==> config.mk <==
export PLATFORM = sky130hd
export DESIGN_NAME = reg_hazard_ctrl
export DESIGN_NICKNAME = d
export VERILOG_FILES = /design/src/rtl/reg_hazard_ctrl_pkg.sv /design/src/rtl/reg_hazard_ctrl_tracker.sv /design/src/rtl/reg_hazard_ctrl.sv
export SDC_FILE = /design/constraint.sdc
export NUM_CORES = 1
export LEC_CHECK = 0
export ABC_AREA = 1
export BUFFER_PORTS_ARGS = -buffer_cell sky130_fd_sc_hd__buf_4
export CAP_MARGIN = 0
export CORE_UTILIZATION = 35
export DETAILED_ROUTE_END_ITERATION = 8
export GPL_ROUTABILITY_DRIVEN = 0
export GPL_TIMING_DRIVEN = 0
export PLACE_DENSITY_LB_ADDON = 0.05
export SYNTH_ARGS = -nofsm -noshare
export SYNTH_HDL_FRONTEND = slang
export SYNTH_HIERARCHICAL = 1
export SYNTH_SLANG_ARGS = --single-unit
==> constraint.sdc <==
create_clock -name clk -period 4 [get_ports clk]
set_input_delay 0.8 -clock clk [delete_from_list [all_inputs] [get_ports clk]]
set_output_delay 0.8 -clock clk [all_outputs]
set_load 0.03 [all_outputs]
==> src/rtl/reg_hazard_ctrl_pkg.sv <==
// Shared types and constants for the register hazard/forwarding controller.
// Forward-select codes, mul/div tracker states and scoreboard entry layout.
package reg_hazard_ctrl_pkg;

    localparam int REG_NUM_WIDTH     = 4;
    localparam int REG_FORWARD_WIDTH = 2;

    localparam logic [REG_FORWARD_WIDTH-1:0] REG_FORWARD_REG_FILE = 2'b00;
    localparam logic [REG_FORWARD_WIDTH-1:0] REG_FORWARD_WB       = 2'b01;
    localparam logic [REG_FORWARD_WIDTH-1:0] REG_FORWARD_R0       = 2'b10;

    typedef enum logic [1:0] {
        MD_IDLE = 2'b00,
        MD_BUSY = 2'b01,
        MD_DONE = 2'b10
    } md_state_e;

    typedef struct packed {
        logic                     valid;
        logic                     wr;
        logic [REG_NUM_WIDTH-1:0] wrn;
    } sb_entry_t;

    localparam int SB_ENTRY_WIDTH = $bits(sb_entry_t);

    function automatic logic sb_hit(
        input sb_entry_t                e,
        input logic                     used,
        input logic [REG_NUM_WIDTH-1:0] rn
    );
        return used && e.valid && e.wr && (e.wrn == rn);
    endfunction

    // R0 bypass wins over WB because the register file applies wr0 last.
    function automatic logic [REG_FORWARD_WIDTH-1:0] fwd_sel(
        input logic [REG_NUM_WIDTH-1:0] rn,
        input logic                     used,
        input logic                     md_done,
        input sb_entry_t                wb
    );
        if (rn == '0 && md_done)
            return REG_FORWARD_R0;
        else if (sb_hit(wb, used, rn))
            return REG_FORWARD_WB;
        else
            return REG_FORWARD_REG_FILE;
    endfunction

endpackage

==> src/rtl/reg_hazard_ctrl_tracker.sv <==
// Mul/div R0 write tracker: IDLE/BUSY/DONE FSM with a latency down-counter.
// DONE lasts exactly one cycle and is the cycle the R0 write lands.
module muldiv_r0_tracker
    import reg_hazard_ctrl_pkg::*;
#(
    parameter int MULDIV_LATENCY = 4,
    parameter int CNT_W = (MULDIV_LATENCY > 2) ? $clog2(MULDIV_LATENCY - 1) : 1
) (
    input  logic             clk,
    input  logic             rst,
    input  logic             start,
    output logic             busy,
    output logic             done,
    output logic [CNT_W-1:0] cnt
);

    localparam logic [CNT_W-1:0] CNT_INIT = CNT_W'(MULDIV_LATENCY - 2);

    md_state_e        state_q, state_d;
    logic [CNT_W-1:0] cnt_q, cnt_d;
    logic             busy_q, done_q;

    always_comb begin
        state_d = state_q;
        cnt_d   = cnt_q;
        unique case (state_q)
            MD_IDLE: begin
                if (start) begin
                    state_d = MD_BUSY;
                    cnt_d   = CNT_INIT;
                end
            end
            MD_BUSY: begin
                if (cnt_q == '0)
                    state_d = MD_DONE;
                else
                    cnt_d = cnt_q - CNT_W'(1);
            end
            MD_DONE: begin
                if (start) begin
                    state_d = MD_BUSY;
                    cnt_d   = CNT_INIT;
                end else begin
                    state_d = MD_IDLE;
                end
            end
            default: state_d = MD_IDLE;
        endcase
    end

    always_ff @(posedge clk) begin
        if (rst) begin
            state_q <= MD_IDLE;
            cnt_q   <= '0;
            busy_q  <= 1'b0;
            done_q  <= 1'b0;
        end else begin
            state_q <= state_d;
            cnt_q   <= cnt_d;
            busy_q  <= (state_d == MD_BUSY);
            done_q  <= (state_d == MD_DONE);
        end
    end

    assign busy = busy_q;
    assign done = done_q;
    assign cnt  = cnt_q;

endmodule

==> src/rtl/reg_hazard_ctrl.sv <==
// Hazard/forwarding controller: EX/MEM/WB write scoreboard plus the
// mul/div R0 tracker; drives forward selects, stall and wr0_en.
module reg_hazard_ctrl
    import reg_hazard_ctrl_pkg::*;
#(
    parameter int MULDIV_LATENCY = 4
) (
    input  logic                         clk,
    input  logic                         rst,
    input  logic                         id_valid,
    input  logic [REG_NUM_WIDTH-1:0]     id_rn_1,
    input  logic [REG_NUM_WIDTH-1:0]     id_rn_2,
    input  logic                         id_use_1,
    input  logic                         id_use_2,
    input  logic                         id_wr,
    input  logic [REG_NUM_WIDTH-1:0]     id_wrn,
    input  logic                         id_muldiv,
    input  logic                         flush,
    output logic [REG_FORWARD_WIDTH-1:0] reg_forward_1,
    output logic [REG_FORWARD_WIDTH-1:0] reg_forward_2,
    output logic                         stall,
    output logic                         wr0_en,
    output logic                         muldiv_busy
);

    localparam int CNT_W = (MULDIV_LATENCY > 2) ? $clog2(MULDIV_LATENCY - 1) : 1;

    sb_entry_t        ex_q, mem_q, wb_q;
    sb_entry_t        ex_d, mem_d, wb_d;
    logic             accept;
    logic             md_busy, md_done;
    logic [CNT_W-1:0] md_cnt;
    logic             hz_1, hz_2, r0_rd;

    muldiv_r0_tracker #(
        .MULDIV_LATENCY(MULDIV_LATENCY),
        .CNT_W         (CNT_W)
    ) u_tracker (
        .clk  (clk),
        .rst  (rst),
        .start(accept && id_muldiv),
        .busy (md_busy),
        .done (md_done),
        .cnt  (md_cnt)
    );

    always_comb begin
        hz_1  = sb_hit(ex_q, id_use_1, id_rn_1) || sb_hit(mem_q, id_use_1, id_rn_1);
        hz_2  = sb_hit(ex_q, id_use_2, id_rn_2) || sb_hit(mem_q, id_use_2, id_rn_2);
        r0_rd = (id_use_1 && id_rn_1 == '0) || (id_use_2 && id_rn_2 == '0);
        stall = id_valid && (hz_1 || hz_2 ||
                (md_busy && (r0_rd || id_muldiv || (id_wr && id_wrn == '0))));
        accept = id_valid && !stall;
        reg_forward_1 = fwd_sel(id_rn_1, id_use_1, md_done, wb_q);
        reg_forward_2 = fwd_sel(id_rn_2, id_use_2, md_done, wb_q);
    end

    // WB still takes the pre-flush MEM entry so older writes commit.
    always_comb begin
        ex_d = '0;
        if (accept && !flush) begin
            ex_d.valid = 1'b1;
            ex_d.wr    = id_wr;
            ex_d.wrn   = id_wrn;
        end
        mem_d = flush ? '0 : ex_q;
        wb_d  = mem_q;
    end

    always_ff @(posedge clk) begin
        if (rst) begin
            ex_q  <= '0;
            mem_q <= '0;
            wb_q  <= '0;
        end else begin
            ex_q  <= ex_d;
            mem_q <= mem_d;
            wb_q  <= wb_d;
        end
    end

    assign wr0_en      = md_done;
    assign muldiv_busy = md_busy;

    a_cnt_idle: assert property (@(posedge clk) disable iff (rst)
        !md_busy |-> md_cnt == '0);

endmodule

## Word level (Yosys, flattened, before mapping)

Index checks and enable logic that the tools add are counted.

- Bitwise operators: 1
- Reductions and logical operators: 47
- Equal/unequal tests: 12
- $add $sub $neg: 1
- Muxes and demuxes: 12

Operator list:

| kind | count |
|---|---|
| $logic_and A1 B1 Y1 | 28 |
| $eq A4 B4 Y1 | 6 |
| $logic_not A4 Y1 | 3 |
| $mux W2 | 6 |
| $logic_or A1 B1 Y1 | 7 |
| $mux W6 | 1 |
| $pmux W2 S3 | 1 |
| $reduce_or A2 Y1 | 3 |
| $eq A2 B1 Y1 const B | 2 |
| $eq A2 B2 Y1 const B | 2 |
| $logic_not A2 Y1 | 2 |
| $pmux W2 S2 | 1 |
| $mux W1 | 3 |
| $reduce_and A3 Y1 | 1 |
| $logic_not A1 Y1 | 2 |
| $ne A2 B1 Y1 const B | 1 |
| $ne A2 B2 Y1 const B | 1 |
| $reduce_bool A2 Y1 | 1 |
| $sub A2 B1 Y2 const B | 1 |
| $not A1 Y1 | 1 |

- Input port bits: 20
- Word-level logic and storage cells: 86
- Output and inout bits: 7
- Register bits after elaboration: 24

## Logic depth before layout (Yosys ltp)

Gate-level depths: netlist of run 1.

- Word-level depth: 14
- Gate-level depth with buffers: 13
- Mapped depth without buffers: 13

## Hierarchy

Netlist of run 1, hierarchy kept.

By module, submodules not included:

| module | cells an instance | instances | area an instance (um^2) | seq. area each (um^2) |
|---|---|---|---|---|
| reg_hazard_ctrl | 161 | 1 | 1,033.5 | 360.3 |
| muldiv_r0_tracker | 27 | 1 | 237.7 | 120.1 |

## Least setup slack after synthesis of run 1

No wires, ideal clock.

- Path type: input to output
- Start point: in id_rn_2[2]
- End point: out reg_forward_2[0]
- Path buffers: 0
- Cell stages on the path: 4
- Required time: 3.200 ns
- Path slack: 1.104 ns
- Arrival time: 2.096 ns
- Cell sequence: inv_2 -> nand4_1 -> inv_1 -> nor4_1

- Cells in the longest elaborated chain, start to end: 4
- Elaborated cells between the ends (all ways): 6
- Those cells by class: 1 x eq/ne; 2 x mux; 3 x reduce/logical

Ends and longest elaborated chain:

| what | RTL line | RTL |
|---|---|---|
| start: declaration | reg_hazard_ctrl.sv:12 | `input logic [REG_NUM_WIDTH-1:0] id_rn_2,` |
| $eq A4 B4 Y1 | reg_hazard_ctrl_pkg.sv:31 | `return used && e.valid && e.wr && (e.wrn == rn);` |
| $logic_and A1 B1 Y1 | reg_hazard_ctrl_pkg.sv:31 |  |
| $mux W1 | reg_hazard_ctrl_pkg.sv:43 | `else if (sb_hit(wb, used, rn))` |
| $mux W2 * | reg_hazard_ctrl_pkg.sv:41 | `if (rn == '0 && md_done)` |
| end: declaration | reg_hazard_ctrl.sv:20 | `output logic [REG_FORWARD_WIDTH-1:0] reg_forward_2,` |

Every way passes the cells marked *; elsewhere a longest branch is shown, timed or not.

## Final worst setup path of run 1

- Start point: in id_rn_2[0]
- End point: out stall

- Cells in the longest elaborated chain, start to end: 8
- Elaborated cells between the ends (all ways): 14
- Those cells by class: 2 x eq/ne; 12 x reduce/logical

Ends and longest elaborated chain:

| what | RTL line | RTL |
|---|---|---|
| $logic_not A4 Y1 | reg_hazard_ctrl.sv:50 | `r0_rd = (id_use_1 && id_rn_1 == '0) \|\| (id_use_2 && id_rn_2 == '0);` |
| $logic_and A1 B1 Y1 | reg_hazard_ctrl.sv:50 |  |
| $logic_or A1 B1 Y1 | reg_hazard_ctrl.sv:50 |  |
| $logic_or A1 B1 Y1 (2 in series) | reg_hazard_ctrl.sv:52 | `(md_busy && (r0_rd \|\| id_muldiv \|\| (id_wr && id_wrn == '0))));` |
| $logic_and A1 B1 Y1 | reg_hazard_ctrl.sv:52 |  |
| $logic_or A1 B1 Y1 * | reg_hazard_ctrl.sv:51 | `stall = id_valid && (hz_1 \|\| hz_2 \|\|` |
| $logic_and A1 B1 Y1 * | reg_hazard_ctrl.sv:51 |  |
| end: declaration | reg_hazard_ctrl.sv:21 | `output logic stall,` |

Marked as above.

==> summary by stage, run 1 <==
Yosys
The sequential share of the synthesized area is roughly 38%. In this run the mean area of a mapped cell was 6.762 µm². The flop and latch count out of synthesis is 24. The top cell type's share of synthesized area is 37.80%. The cell area that synthesis handed to floorplanning was between 1000 and 1500 µm². The number of nets in the synthesized netlist is about 210. The count of mapped cells out of synthesis is around 190. The number of library cell types mapped by synthesis is 22. During synthesis, Yosys emitted a total of 6 warnings. By area the synthesized netlist is led by sky130_fd_sc_hd__dfxtp_1 38%, sky130_fd_sc_hd__nand2_1 15%, sky130_fd_sc_hd__inv_1 8.0%.

The cell type with the highest aggregate area in the netlist is sky130_fd_sc_hd__dfxtp_1.

Cells and area
Compared with the post-synthesis result, the final layout area differs by 21.65%. The number of antenna repair diodes is 0. Cells with a size suffix above 1 make up roughly a quarter of the layout. Measured on the finished design, the core utilization comes to 45.27%. For this run, the post-layout net count is 240. The count of cells in the finished layout, fillers not included, comes to 263.

Worst setup path
The peak per-stage delay on the critical path is around 0.18 ns. The worst setup path is captured at an output port. Among cell families on the critical path, the largest total delay comes from simple AND/OR/NAND/NOR gates. Data on the critical path is required at its endpoint by ~3.2 ns. The number of buffer and inverter instances along the worst setup path is 3. The critical path class is input port to output port.

The library cell contributing the largest single delay on the critical path is sky130_fd_sc_hd__nor2_1. The signal on the critical path passes through buf_4, inv_2, nand2_1, nand2_1, nor2_1, nand3_2, nand2_2, nor2_4, a21boi_0, buf_4. Data on the critical path arrives at its endpoint at 1.82 ns.

The kind of start point of the critical path is an input port. The maximum fanout along the worst path is 4.

STA
Dividing the final minimum period by the clock period gives 65.54%. The achievable clock frequency is 0.3815 GHz. The tightest hold path in the finished design has a slack of about 0.45 ns.

Between clock sinks in the finished design, the worst skew comes to 0.002554 ns. The setup-violating endpoint count in the final report is 0. Setup repair after global routing left no endpoint under its margin. At the pin with the least slew margin, the transition time is between 0.2 and 0.3 ns. The final sum of negative setup slack is 0 ns.

The number of max-slew violations in the final report is 0. The clock period could shrink to 2.621 ns. The hold violation count in the final report is 0. In this run the tightest slew margin relative to its limit is 81.12%.

Global route
For this run the aggregate overflow at the end of global routing stands at 0. The overall track demand over capacity in global routing is 16.42%. The number of global-route vias before repair is between 1000 and 1500. The initial antenna violation count was 0. The global-route wire length before repair is 5064 µm. Entering global routing, the biggest net connects 13 pins.

Clock tree
Buffers inserted to repair hold after CTS numbered 0. No sink is reached through more buffers than the 2 on the longest clock path. The clock-pin slew on the worst setup and hold paths is 0.12 ns. The buffer type at the clock tree root is sky130_fd_sc_hd__clkbuf_4. For this design, the sink count on the clock tree is 24. CTS built an H-tree with a depth of 1. The post-CTS setup repair buffer count is 0.

In this run, CTS created clock tree buffers numbering 3. The clock tree from TritonCTS is yes. The latest clock arrival within the worst-skew pair is 0.30 ns. Once the clock tree was built, the resizer swapped 0 gates to a different size.

Power
The overall power is 421.2 µW. The highest ir drop seen on vdd is 0.1050 mV. The power per standard cell area is 272.4 nW/µm².

For this design the static power due to leakage is just over 0.0007 µW.

Floorplanning
The floorplan step set the die width to 62.27 µm. The floorplan step defined a die boundary enclosing 3877 µm². The area inside the core boundary is around 3400 µm². The effective utilization at floorplan is between 30 and 40%. The die is between 60 and 70 µm tall. For this design the top-level I/O count stands at 27.

The floorplan has 21 rows.

Route
In the final routed layout, each cell accounts on average for 11.16 µm. The number of optimization iterations in the first detailed-route pass is 4. In the routed layout, each cell is associated on average with a via count of 4.608. The total detailed-routing wirelength is 2935 µm. Across all layers, the routed design uses around 1200 vias. After detailed routing, the number of remaining DRC violations is 0. The first routing iteration left just over 50 violations. The remaining number of nets flagged by the antenna check after routing is 0.

Placed design
The wire-length estimate of the detail-placed layout is 2441 µm. The count of placed standard cells including taps is 260. The count of input and output buffers is 26.

Run status
The run finished with clean final reports.

Flow run
The number of violations of the max-capacitance limit is 0.

Worst hold path
The class of the worst hold path is register to register.
==> Yosys cell counts (all sizes together) <==
master,n
a21boi,1
a21oi,4
dfxtp,24
ha,1
inv,35
nand2,56
nand3,13
nand4,6
nor2,33
nor4,4
o2111ai,3
o21ai,2
or2,2
xnor2,4
==> layout make-up <==
class | instances | area [µm²]
multi-input cells | 129 | 659.4
flip-flops and latches | 24 | 480.5
inverters | 35 | 131.4
clock buffers | 3 | 22.52
fillers | 370 | 1869
repair buffers | 26 | 195.2
well taps | 46 | 57.56
==> power by group <==
part	internal, µW	switching (µW)
clock	35.1	66.6
combinational	30.0	40.5
sequential	245	4.41
==> worst paths after layout <==
kind	end	start	slack (ns)	cells after the start
worst min register to register	wb_q[4]	mem_q[4]	0.45	2
worst min-delay path	wb_q[4]	mem_q[4]	0.45	2
worst max register to register	u_tracker/cnt[0]	mem_q[0]	2.51	12
worst max-delay path	stall	id_rn_2[0]	1.38	10
==> metal layers <==
layer / up-vias / share of wire (%) / track usage [%]
li1: 643 / - / -
met1: 539 / 48 / 20.27
met2: 26 / 47 / 28.43
met3: 4 / 4.0 / 2.574
met4: 0 / 1.5 / 6.395
met5: - / 0 / 0
==> cell families after synthesis <==
| logic type | share of synthesized area [%] |
|---|---|
| AND/OR/NAND/NOR | 42.81 |
| AO/OA/AOI/OAI | 5.315 |
| flip-flops | 37.80 |
| XOR/XNOR | 2.756 |
| buffers and inverters | 10.33 |
| adder cells (fa/ha/maj) | 0.9841 |
==> worst reg2reg max path, stage by stage (launching register included) <==
cell	delay, ns
sky130_fd_sc_hd__dfxtp_1	0.35
sky130_fd_sc_hd__inv_1	0.09
sky130_fd_sc_hd__nand2_1	0.05
sky130_fd_sc_hd__nand2_1	0.06
sky130_fd_sc_hd__nor2_1	0.06
sky130_fd_sc_hd__nand3_2	0.06
sky130_fd_sc_hd__nand2_2	0.07
sky130_fd_sc_hd__nor2_4	0.15
sky130_fd_sc_hd__nand3_1	0.08
sky130_fd_sc_hd__nor2_1	0.13
sky130_fd_sc_hd__nand2_2	0.09
sky130_fd_sc_hd__a21oi_1	0.15
sky130_fd_sc_hd__nor2_1	0.05
==> per-stage QoR <==
stage | instance area (µm²) | worst slack [ns]
finish | 1546 | 1.379
global route | 1546 | 1.275
CTS | 1546 | 1.371
detailed placement | 1524 | 1.385
global placement | 1524 | 1.401
floorplan | 1271 | 1.104
==> registers in the layout (all words and copies together) (netlist names) <==
register	flops
ex_q	6
mem_q	6
u_tracker/busy	1
u_tracker/cnt	2
u_tracker/done	1
u_tracker/state_q	2
wb_q	6
==> placed cells by master, fill, tap and decap left out, types with 3 or more instances in the layout <==
cell and n:
sky130_fd_sc_hd__a21oi_1 4, sky130_fd_sc_hd__nand3_1 11, sky130_fd_sc_hd__dfxtp_1 24, sky130_fd_sc_hd__nor4_1 4
sky130_fd_sc_hd__inv_2 8, sky130_fd_sc_hd__nand2_1 51, sky130_fd_sc_hd__o2111ai_1 3, sky130_fd_sc_hd__inv_1 27
sky130_fd_sc_hd__nor2_2 5, sky130_fd_sc_hd__nand4_1 5, sky130_fd_sc_hd__nor2_1 26, sky130_fd_sc_hd__nand2_2 4
sky130_fd_sc_hd__xnor2_1 4, sky130_fd_sc_hd__clkbuf_4 3, sky130_fd_sc_hd__buf_4 26
Power figures use the tool's default switching activity.
==> run 2, diff against run 1 <==
clock period = 2.2 ns   (was 4 ns; I/O delays follow)
==> run 2 against run 1 <==
  * Wire length unchanged
  * Highest routed layer unchanged
  * Global-route usage unchanged
  * Sequential power increased by 82%
  * First-iteration DRC count unchanged
  * Utilization increased by 0.073 points
==> summary by stage, run 2 (synthesis gave the netlist of run 1 again) <==
Run status
Run status: complete, no violations (unchanged).

Worst setup path
The data arrival at the endpoint of the critical path is 1.59 ns (was 1.82 ns). The library cell contributing the largest single delay on the critical path is sky130_fd_sc_hd__dfxtp_2 (was sky130_fd_sc_hd__nor2_1). The critical path required time is 1.76 ns (was 3.20 ns).

The count of cells along the worst register-to-register path came to 12 (unchanged). The maximum fanout along the worst path was 3 (was 4). The critical path class was register to output port (was input port to output port).

The launch point of the worst reg-to-reg path is mem_q[0] (unchanged). Critical path cell sequence: inv_1, nand2_1, nand2_1, nor2_1, nand3_2, nand2_2, nor2_4, a21boi_0, buf_4 (was buf_4, inv_2, nand2_1, nand2_1, nor2_1, nand3_2, nand2_2, nor2_4, a21boi_0, buf_4). The internal reg-to-reg setup slack is 0.71 ns (was 2.51 ns). The peak per-stage delay on the critical path is 0.37 ns (was 0.18 ns). The capturing point of the worst reg2reg path is u_tracker/cnt[0] (unchanged). The most numerous cell type found on the critical path is sky130_fd_sc_hd__nand2_1. The critical path capture point type is an output port (unchanged). The kind of start point of the critical path is a register (was input port).

Clock tree
The H-tree depth was 1 (unchanged). The clock tree from TritonCTS was yes (unchanged). The number of hold-repair buffers added at the cts stage is 0 (unchanged).

The maximum buffer depth of the clock tree is 2 (unchanged). The latest clock arrival within the worst-skew pair is 0.30 ns (about the same). The post-CTS resize count came to 0 (unchanged).

The count of clock tree sinks was 24 (unchanged). The clock-pin slew on the worst setup and hold paths is 0.12 ns (about the same). The post-CTS setup repair buffer count came to 0 (unchanged). The buffer type at the clock tree root was sky130_fd_sc_hd__clkbuf_4 (unchanged). The clock buffer count from CTS is 3 (unchanged).

Cells and area
The fill cell instance count of the final layout is 368 (was 370). Most used cells in the layout excluding fill and tap cells: 51 x sky130_fd_sc_hd__nand2_1, 27 x sky130_fd_sc_hd__inv_1, 26 x sky130_fd_sc_hd__nor2_1, 26 x sky130_fd_sc_hd__buf_4, 22 x sky130_fd_sc_hd__dfxtp_1 (was 51 x sky130_fd_sc_hd__nand2_1, 27 x sky130_fd_sc_hd__inv_1, 26 x sky130_fd_sc_hd__nor2_1, 26 x sky130_fd_sc_hd__buf_4, 24 x sky130_fd_sc_hd__dfxtp_1). The core occupancy in the finished layout is 45.35% (was 45.27%). The fraction of final layout cells with drive strength greater than 1 came to 26.27% (was 25.35%). The net count reported at finish is 240 (unchanged). Largest registers: ex_q: 6 flops, mem_q: 6 flops, wb_q: 6 flops (unchanged).

The leading cell type in the layout, fill and taps excluded was sky130_fd_sc_hd__nand2_1 (unchanged). The number of antenna repair diodes is 0 (unchanged). The area overhead of the layout relative to synthesis came to 21.85% (was 21.65%).

STA
Of the available clock period, the critical path in the final layout requires 92.46%. Static timing analysis puts the maximum clock frequency at between 0.4 and 0.5 GHz. The final sum of negative setup slack was 0 ns (unchanged). The clock tree skew after final layout came to 0.002554 ns (unchanged). The slew at the pin with the worst max-slew slack is 0.2806 ns (unchanged). The final critical delay including setup and external delays is roughly 2 ns. The normalized max-slew margin is 81.12% (unchanged). The number of max-slew violations in the final report is 0 (unchanged). RSZ-0062 raised after global routing: no (unchanged).

The hold violation count in the final report came to 0 (unchanged). The setup-violating endpoint count in the final report is 0 (unchanged).

Global route
The overall track demand over capacity in global routing is 16.42% (unchanged). The final global-route overflow total is 0 (unchanged). The initial antenna violation count is 0 (unchanged). The maximum number of pins on one net before global-route repair is 13 (unchanged).

The number of global-route vias before repair is 1135 (unchanged). The global-route wire length before repair came to 5064 µm (unchanged).

Power
The portion of total power attributed to combinational logic was 16.7% (about the same). The power per standard cell area was 494.5 nW/µm² (was 272.4 nW/µm²). The share of power burned in the clock network is 24.1% (was 24.2%). The reported net switching power is 202.7 µW (was 111.5 µW). The highest ir drop seen on vdd came to 0.1910 mV (was 0.1050 mV). The switching share of total power is 26.46% (was 26.47%). The internal cell power is 563.3 µW (was 309.7 µW). The sequential group share of total power is 59.1% (about the same). The reported leakage power was 0.0007262 µW (was 0.0007252 µW).

Worst hold path
The source of the worst hold timing path is id_wr (was mem_q[4]). The class of the worst hold path is input port to register (was register to register). The hold path depth is 3 (was 2).

The endpoint of the worst hold-timing path is ex_q[4] (was wb_q[4]).

Floorplanning
The number of top-level pins is 27 (unchanged). The effective utilization at floorplan is 37.22% (unchanged). The die footprint was 3877 µm² (unchanged). The number of placement rows came to 21 (unchanged). The die height is 62.27 µm (unchanged). The area inside the core boundary is 3416 µm² (unchanged).

The overall die width came to 62.27 µm (unchanged).

Route
The number of DRC markers after the initial detailed-route iteration is 51 (unchanged). The post-detailed-route wirelength per cell is 11.16 µm (unchanged). The number of optimization iterations in the first detailed-route pass came to 4 (unchanged).

The via density per instance is 4.608 (unchanged). The remaining number of nets flagged by the antenna check after routing is 0 (unchanged). The total via count after detailed routing is 1212 (unchanged).

The DRC violation count after routing is 0 (unchanged). The total detailed-routing wirelength is 2935 µm (unchanged).

Placed design
The total half-perimeter wirelength after legalization and detailed placement is 2441 µm (unchanged). The count of input and output buffers is 26 (unchanged).

Flow run
The number of violations of the max-capacitance limit is 0 (unchanged).
-- run 2: cell counts in the layout (fill, tap and decap cells not counted) --
Identical to the previous run, type by type.
-- run 2: layer usage --
metal | vias up | routed length [µm] | global-route usage, % | share of wire (%)
li1 | 643 | - | - | -
met1 | 539 | 1401 | 20.27 | 48
met2 | 26 | 1373 | 28.43 | 47
met3 | 4 | 116 | 2.574 | 4.0
met4 | 0 | 43 | 6.395 | 1.5
met5 | - | 0 | 0 | 0
-- run 2: power groups by stage --
stage               logic (µW)  registers [µW]  clock network, µW
floorplan                 67.8             464                  0
global placement           126             462                  0
detailed placement         129             463                  0
CTS                        130             453                196
global route               144             455                212
finish                     128             453                185
-- run 2: cell type report --
type	instances	area (µm²)	area share (%)
multi-input cells	129	659.4	42.57
flip-flops and latches	24	483.0	31.18
repair buffers	26	195.2	12.60
inverters	35	131.4	8.481
well taps	46	57.56	3.716
clock buffers	3	22.52	1.454
-- run 2: metrics by stage --
stage | cells | hold slack (ns) | total power [µW] | instance area (µm²) | setup slack (ns)
floorplan | 188 | 0.4170 | 531.8 | 1271 | 0.02418
CTS | 263 | 0.3514 | 778.8 | 1546 | 0.1101
detailed placement | 260 | 0.4308 | 591.9 | 1524 | 0.3054
global route | 263 | 0.3546 | 811.0 | 1549 | 0.02069
global placement | 260 | 0.4339 | 588.3 | 1524 | 0.3207
finish | 263 | 0.3612 | 766.0 | 1549 | 0.1660
-- run 2: critical path: cells and delay by family (launching register included) --
family	cells	cell delay (ns)
DFF	1	0.37
buffers and inverters	2	0.24
and+or+nand+nor	6	0.52
AOI/OAI and AO/OA	1	0.15
-- run 2: how the worst max path moves through the flow --
stage,startpoint,endpoint,slack [ns],depth (start not counted)
2_1_floorplan,id_rn_2[2],reg_forward_2[0],0.02,4
3_3_place_gp,id_rn_2[1],stall,0.32,10
3_5_place_dp,id_rn_1[1],stall,0.31,10
4_1_cts,mem_q[0],stall,0.11,9
5_1_grt,ex_q[1],stall,0.02,9
6_report,mem_q[0],stall,0.17,9
==> run 3, diff against run 2 <==
ABC_AREA = unset   (was 1)
CAP_MARGIN = unset   (was 0)
SYNTH_HIERARCHICAL = unset   (was 1)
==> run 3 against run 2 <==
  * The run now ends with setup timing left
  * Wire length is 15% lower
  * Clock skew is 0.0013 ns lower
  * Worst hold slack worse by 0.053 ns
  * Cell count decreased by 28%
  * Total power down 0.93%
  * Via count down 26%
  * First-iteration DRC count decreased by 39%
  * Cell area down 6.1%
  * Combinational power decreased by 9%
  * Critical path depth down 4
  * Worst setup slack got worse by 0.21 ns
  * Critical path type unchanged
  * Largest power group unchanged
==> summary by stage, run 3 <==
Floorplanning
The die height is 58.94 µm (was 62.27 µm). The effective utilization at floorplan is 37.17% (was 37.22%). The die footprint is 3474 µm² (was 3877 µm²). The overall die width came to 58.94 µm (was 62.27 µm). The number of top-level pins was 27 (unchanged). The number of placement rows is 20 (was 21). The area inside the core boundary came to 3053 µm² (was 3416 µm²).

Cells and area
The core occupancy in the finished layout was 47.66% (was 45.35%). The leading cell type in the layout, fill and taps excluded is sky130_fd_sc_hd__buf_4 (was sky130_fd_sc_hd__nand2_1). Largest registers: ex_q: 6 flops, mem_q: 6 flops, wb_q: 6 flops (unchanged).

The fill cell instance count of the final layout is 309 (was 368). The multi-input logic area was 659.4 µm² (unchanged). The flip-flop and latch area is 485.5 µm² (was 483.0 µm²).

The final design area excluding fillers is 1455 µm² (was 1549 µm²). The number of antenna repair diodes is 0 (unchanged). The area overhead of the layout relative to synthesis is 28.23% (was 21.85%). The fraction of final layout cells with drive strength greater than 1 was 31.72% (was 26.27%). The filler-free cell count of the finished design is 189 (was 263). The net count reported at finish was 168 (was 240). Most used cells in the layout excluding fill and tap cells: 27 x sky130_fd_sc_hd__buf_4, 20 x sky130_fd_sc_hd__dfxtp_1, 16 x sky130_fd_sc_hd__xnor2_1 (was 51 x sky130_fd_sc_hd__nand2_1, 27 x sky130_fd_sc_hd__inv_1, 26 x sky130_fd_sc_hd__nor2_1, 26 x sky130_fd_sc_hd__buf_4, 22 x sky130_fd_sc_hd__dfxtp_1).

Worst setup path
Critical path cell sequence: xor2_1, or4_4, o311ai_4, o21a_1, buf_6 (was inv_1, nand2_1, nand2_1, nor2_1, nand3_2, nand2_2, nor2_4, a21boi_0, buf_4). The capturing point of the worst reg2reg path is u_tracker.cnt[1] (was u_tracker/cnt[0]). The maximum fanout along the worst path is 2 (was 3). The peak per-stage delay on the critical path came to 0.56 ns (was 0.37 ns). The critical path capture point type is an output port (unchanged). The library cell contributing the largest single delay on the critical path is sky130_fd_sc_hd__or4_4 (was sky130_fd_sc_hd__dfxtp_2).

The kind of start point of the critical path is a register (unchanged). The launch point of the worst reg-to-reg path is mem_q[0] (unchanged). The data arrival at the endpoint of the critical path is 1.80 ns (was 1.59 ns).

The count of cells along the worst register-to-register path was 5 (was 12). The internal reg-to-reg setup slack is 0.62 ns (was 0.71 ns). The critical path required time came to 1.76 ns (about the same).

The critical path class is register to output port (unchanged).

Power
The power per standard cell area is 521.5 nW/µm² (was 494.5 nW/µm²). The share of power burned in the clock network was 25.1% (was 24.1%). The switching share of total power is 25.09% (was 26.46%). The overall power is 758.9 µW (was 766.0 µW). The sequential group share of total power is 59.7% (was 59.1%). The reported leakage power is 0.0005765 µW (was 0.0007262 µW). The internal cell power is 568.5 µW (was 563.3 µW). The portion of total power attributed to combinational logic came to 15.3% (was 16.7%). The highest ir drop seen on vdd was 0.2300 mV (was 0.1910 mV). The reported net switching power is 190.4 µW (was 202.7 µW).

Route
The DRC violation count after routing is 0 (unchanged). The number of optimization iterations in the first detailed-route pass came to 4 (unchanged). The post-detailed-route wirelength per cell was 13.22 µm (was 11.16 µm).

The total detailed-routing wirelength is 2499 µm (was 2935 µm). The remaining number of nets flagged by the antenna check after routing is 0 (unchanged). The number of DRC markers after the initial detailed-route iteration is 31 (was 51). The via density per instance is 4.725 (was 4.608).

The total via count after detailed routing came to 893 (was 1212).

Run status
Run status: complete, but fails checks (was complete, no violations). The final reports fail on setup timing.

STA
The setup slack after layout was -0.04227 ns (was 0.1660 ns). The slew at the pin with the worst max-slew slack was 0.4651 ns (was 0.2806 ns). The final critical delay including setup and external delays is 2.242 ns (was 2.034 ns).

The clock tree skew after final layout is 0.001282 ns (was 0.002554 ns). The portion of the clock cycle consumed by the worst path in the final layout is 101.9% (was 92.46%). The hold violation count in the final report is 0 (unchanged). The number of max-slew violations in the final report came to 0 (unchanged).

The achievable clock frequency is 0.4460 GHz (was 0.4916 GHz). The normalized max-slew margin came to 69.00% (was 81.12%). The final sum of negative setup slack is -0.04227 ns (was 0 ns). RSZ-0062 raised after global routing: yes (was no). The setup-violating endpoint count in the final report came to 1 (was 0).

Yosys
The dominant cell by count in the synthesized netlist is sky130_fd_sc_hd__dfxtp_1 (was sky130_fd_sc_hd__nand2_1). The mean area per synthesized cell is 9.955 µm² (was 6.762 µm²). The main flop type after synthesis is sky130_fd_sc_hd__dfxtp_1 (unchanged). The number of library cell types mapped by synthesis was 28 (was 22).

The number of nets in the synthesized netlist was 135 (was 209). Synth top cells by count: 24 x sky130_fd_sc_hd__dfxtp_1, 17 x sky130_fd_sc_hd__xnor2_1, 13 x sky130_fd_sc_hd__and2_1 (was 51 x sky130_fd_sc_hd__nand2_1, 27 x sky130_fd_sc_hd__inv_1, 26 x sky130_fd_sc_hd__nor2_1). The top cell type's share of synthesized area came to 42.34% (was 37.80%). Cell types occupying the most area after synthesis: sky130_fd_sc_hd__dfxtp_1 42%, sky130_fd_sc_hd__xnor2_1 13%, sky130_fd_sc_hd__and2_1 7.2% (was sky130_fd_sc_hd__dfxtp_1 38%, sky130_fd_sc_hd__nand2_1 15%, sky130_fd_sc_hd__inv_1 8.0%). The count of mapped cells out of synthesis is 114 (was 188). The cell type with the highest aggregate area in the netlist is sky130_fd_sc_hd__dfxtp_1 (unchanged). The number of flops mapped to enable cells by yosys is 0 (unchanged). The sequential share of the synthesized area is 42.34% (was 37.80%).

The number of warnings issued by yosys was 0 (was 6). The area of the mapped netlist is 1135 µm² (was 1271 µm²). The fraction of registers with async set or reset after synthesis was 0% (unchanged).

The flop and latch count out of synthesis is 24 (unchanged).

Global route
The initial antenna violation count is 0 (unchanged). The global-route wire length before repair is 4050 µm (was 5064 µm). The overall track demand over capacity in global routing is 16.05% (was 16.42%). The number of global-route vias before repair is 861 (was 1135). The final global-route overflow total is 0 (unchanged). The maximum number of pins on one net before global-route repair is 13 (unchanged).

Worst hold path
The class of the worst hold path is input port to register (unchanged). The source of the worst hold timing path is rst (was id_wr). The hold path depth came to 2 (was 3). The endpoint of the worst hold-timing path is u_tracker.done (was ex_q[4]).

Placed design
The total half-perimeter wirelength after legalization and detailed placement was 2075 µm (was 2441 µm). The total cell area at the placement stage is 1385 µm² (was 1524 µm²). The count of placed standard cells including taps was 184 (was 260). The count of input and output buffers came to 26 (unchanged).

Clock tree
The clock-pin slew on the worst setup and hold paths is 0.12 ns (about the same). The maximum buffer depth of the clock tree is 2 (unchanged). The clock tree from TritonCTS is yes (unchanged).

The H-tree depth came to 1 (unchanged). The count of clock tree sinks was 24 (unchanged). The latest clock arrival within the worst-skew pair is 0.31 ns (was 0.30 ns). The buffer type at the clock tree root was sky130_fd_sc_hd__clkbuf_4 (unchanged). The clock buffer count from CTS is 3 (unchanged).

Flow run
The number of violations of the max-capacitance limit is 0 (unchanged).
-- run 3: cell types whose count changed after synthesis, moves of 4 or more --
cell | before | now
sky130_fd_sc_hd__inv_2 | 8 | 0
sky130_fd_sc_hd__nand3_1 | 11 | 6
sky130_fd_sc_hd__xor2_1 | 0 | 8
sky130_fd_sc_hd__nor2_1 | 26 | 1
sky130_fd_sc_hd__inv_1 | 27 | 4
sky130_fd_sc_hd__nand2_2 | 4 | 0
sky130_fd_sc_hd__xnor2_1 | 4 | 17
sky130_fd_sc_hd__nor2b_1 | 0 | 6
sky130_fd_sc_hd__nor2_2 | 5 | 0
sky130_fd_sc_hd__nand2_1 | 51 | 4
sky130_fd_sc_hd__and2_1 | 0 | 13
-- run 3: per-stage QoR --
stage	hold slack, ns	setup slack, ns
6_report	0.3079	-0.04227
5_1_grt	0.2942	-0.1157
4_1_cts	0.3044	-0.05846
3_5_place_dp	0.4485	-0.02950
3_3_place_gp	0.4421	-0.03042
2_1_floorplan	0.4201	0.2318
-- run 3: cell type report --
cell class,instances,area share (%)
plain buffers,1,0.2580
clock buffers,3,1.548
multi-input cells,85,45.31
flip-flops and latches,24,33.36
well taps,44,3.783
repair buffers,28,14.70
inverters,4,1.032
-- run 3: power groups by stage --
| stage | clock network, µW | logic [µW] | registers (µW) |
|---|---|---|---|
| final | 190 | 116 | 453 |
| after global routing | 218 | 127 | 455 |
| after CTS | 195 | 115 | 453 |
| after detailed placement | 0 | 112 | 463 |
| after global placement | 0 | 109 | 462 |
| after floorplan | 0 | 52.9 | 464 |
-- run 3: kinds of logic (layout without fill, tap and decap cells) --
family | Yosys count | after routing | synth area share (%)
flip-flops | 24 | 24 | 42.34
adder cells (fa/ha/maj) | 1 | 1 | 1.102
AND/OR/NAND/NOR | 48 | 48 | 27.01
AO/OA/AOI/OAI | 11 | 11 | 8.600
XOR/XNOR | 25 | 25 | 19.29
buffers and inverters | 5 | 36 | 1.653
-- run 3: how the worst max path moves through the flow --
stage | start | end | slack, ns | cells past startpoint
after floorplan | id_rn_1[3] | stall | 0.23 | 4
after global placement | id_rn_2[0] | stall | -0.03 | 7
after detailed placement | id_rn_2[0] | stall | -0.03 | 7
after CTS | ex_q[1] | stall | -0.06 | 6
after global routing | ex_q[1] | stall | -0.12 | 6
final | ex_q[3] | stall | -0.04 | 5
-- run 3: timing repair --
| action | in CTS | in global routing |
|---|---|---|
| endpoints found under the setup margin | 1 | 1 |
| cloned | 0 | 0 |
| pin swaps | 1 | 0 |
| setup buffers | 2 | 0 |
| hold buffers | 0 | 0 |
| resized for setup | 6 | 2 |
| hold endpoints to repair | 0 | 0 |
-- run 3: layer usage --
| metal | share of wire [%] | track usage (%) | vias up |
|---|---|---|---|
| met1 | 50 | 22.30 | 396 |
| met3 | 4.3 | 1.978 | 4 |
| met5 | 0 | 0 | - |
| li1 | - | - | 461 |
| met2 | 44 | 25.32 | 32 |
| met4 | 1.3 | 6.122 | 0 |
-- run 3: critical path, delay by kind of cell (launching register included) --
kind,cells,cell delay (ns)
buffers and inverters,1,0.13
DFF,1,0.35
and+or+nand+nor,1,0.56
AOI/OAI and AO/OA,2,0.31
xor gates and xnor gates,1,0.15
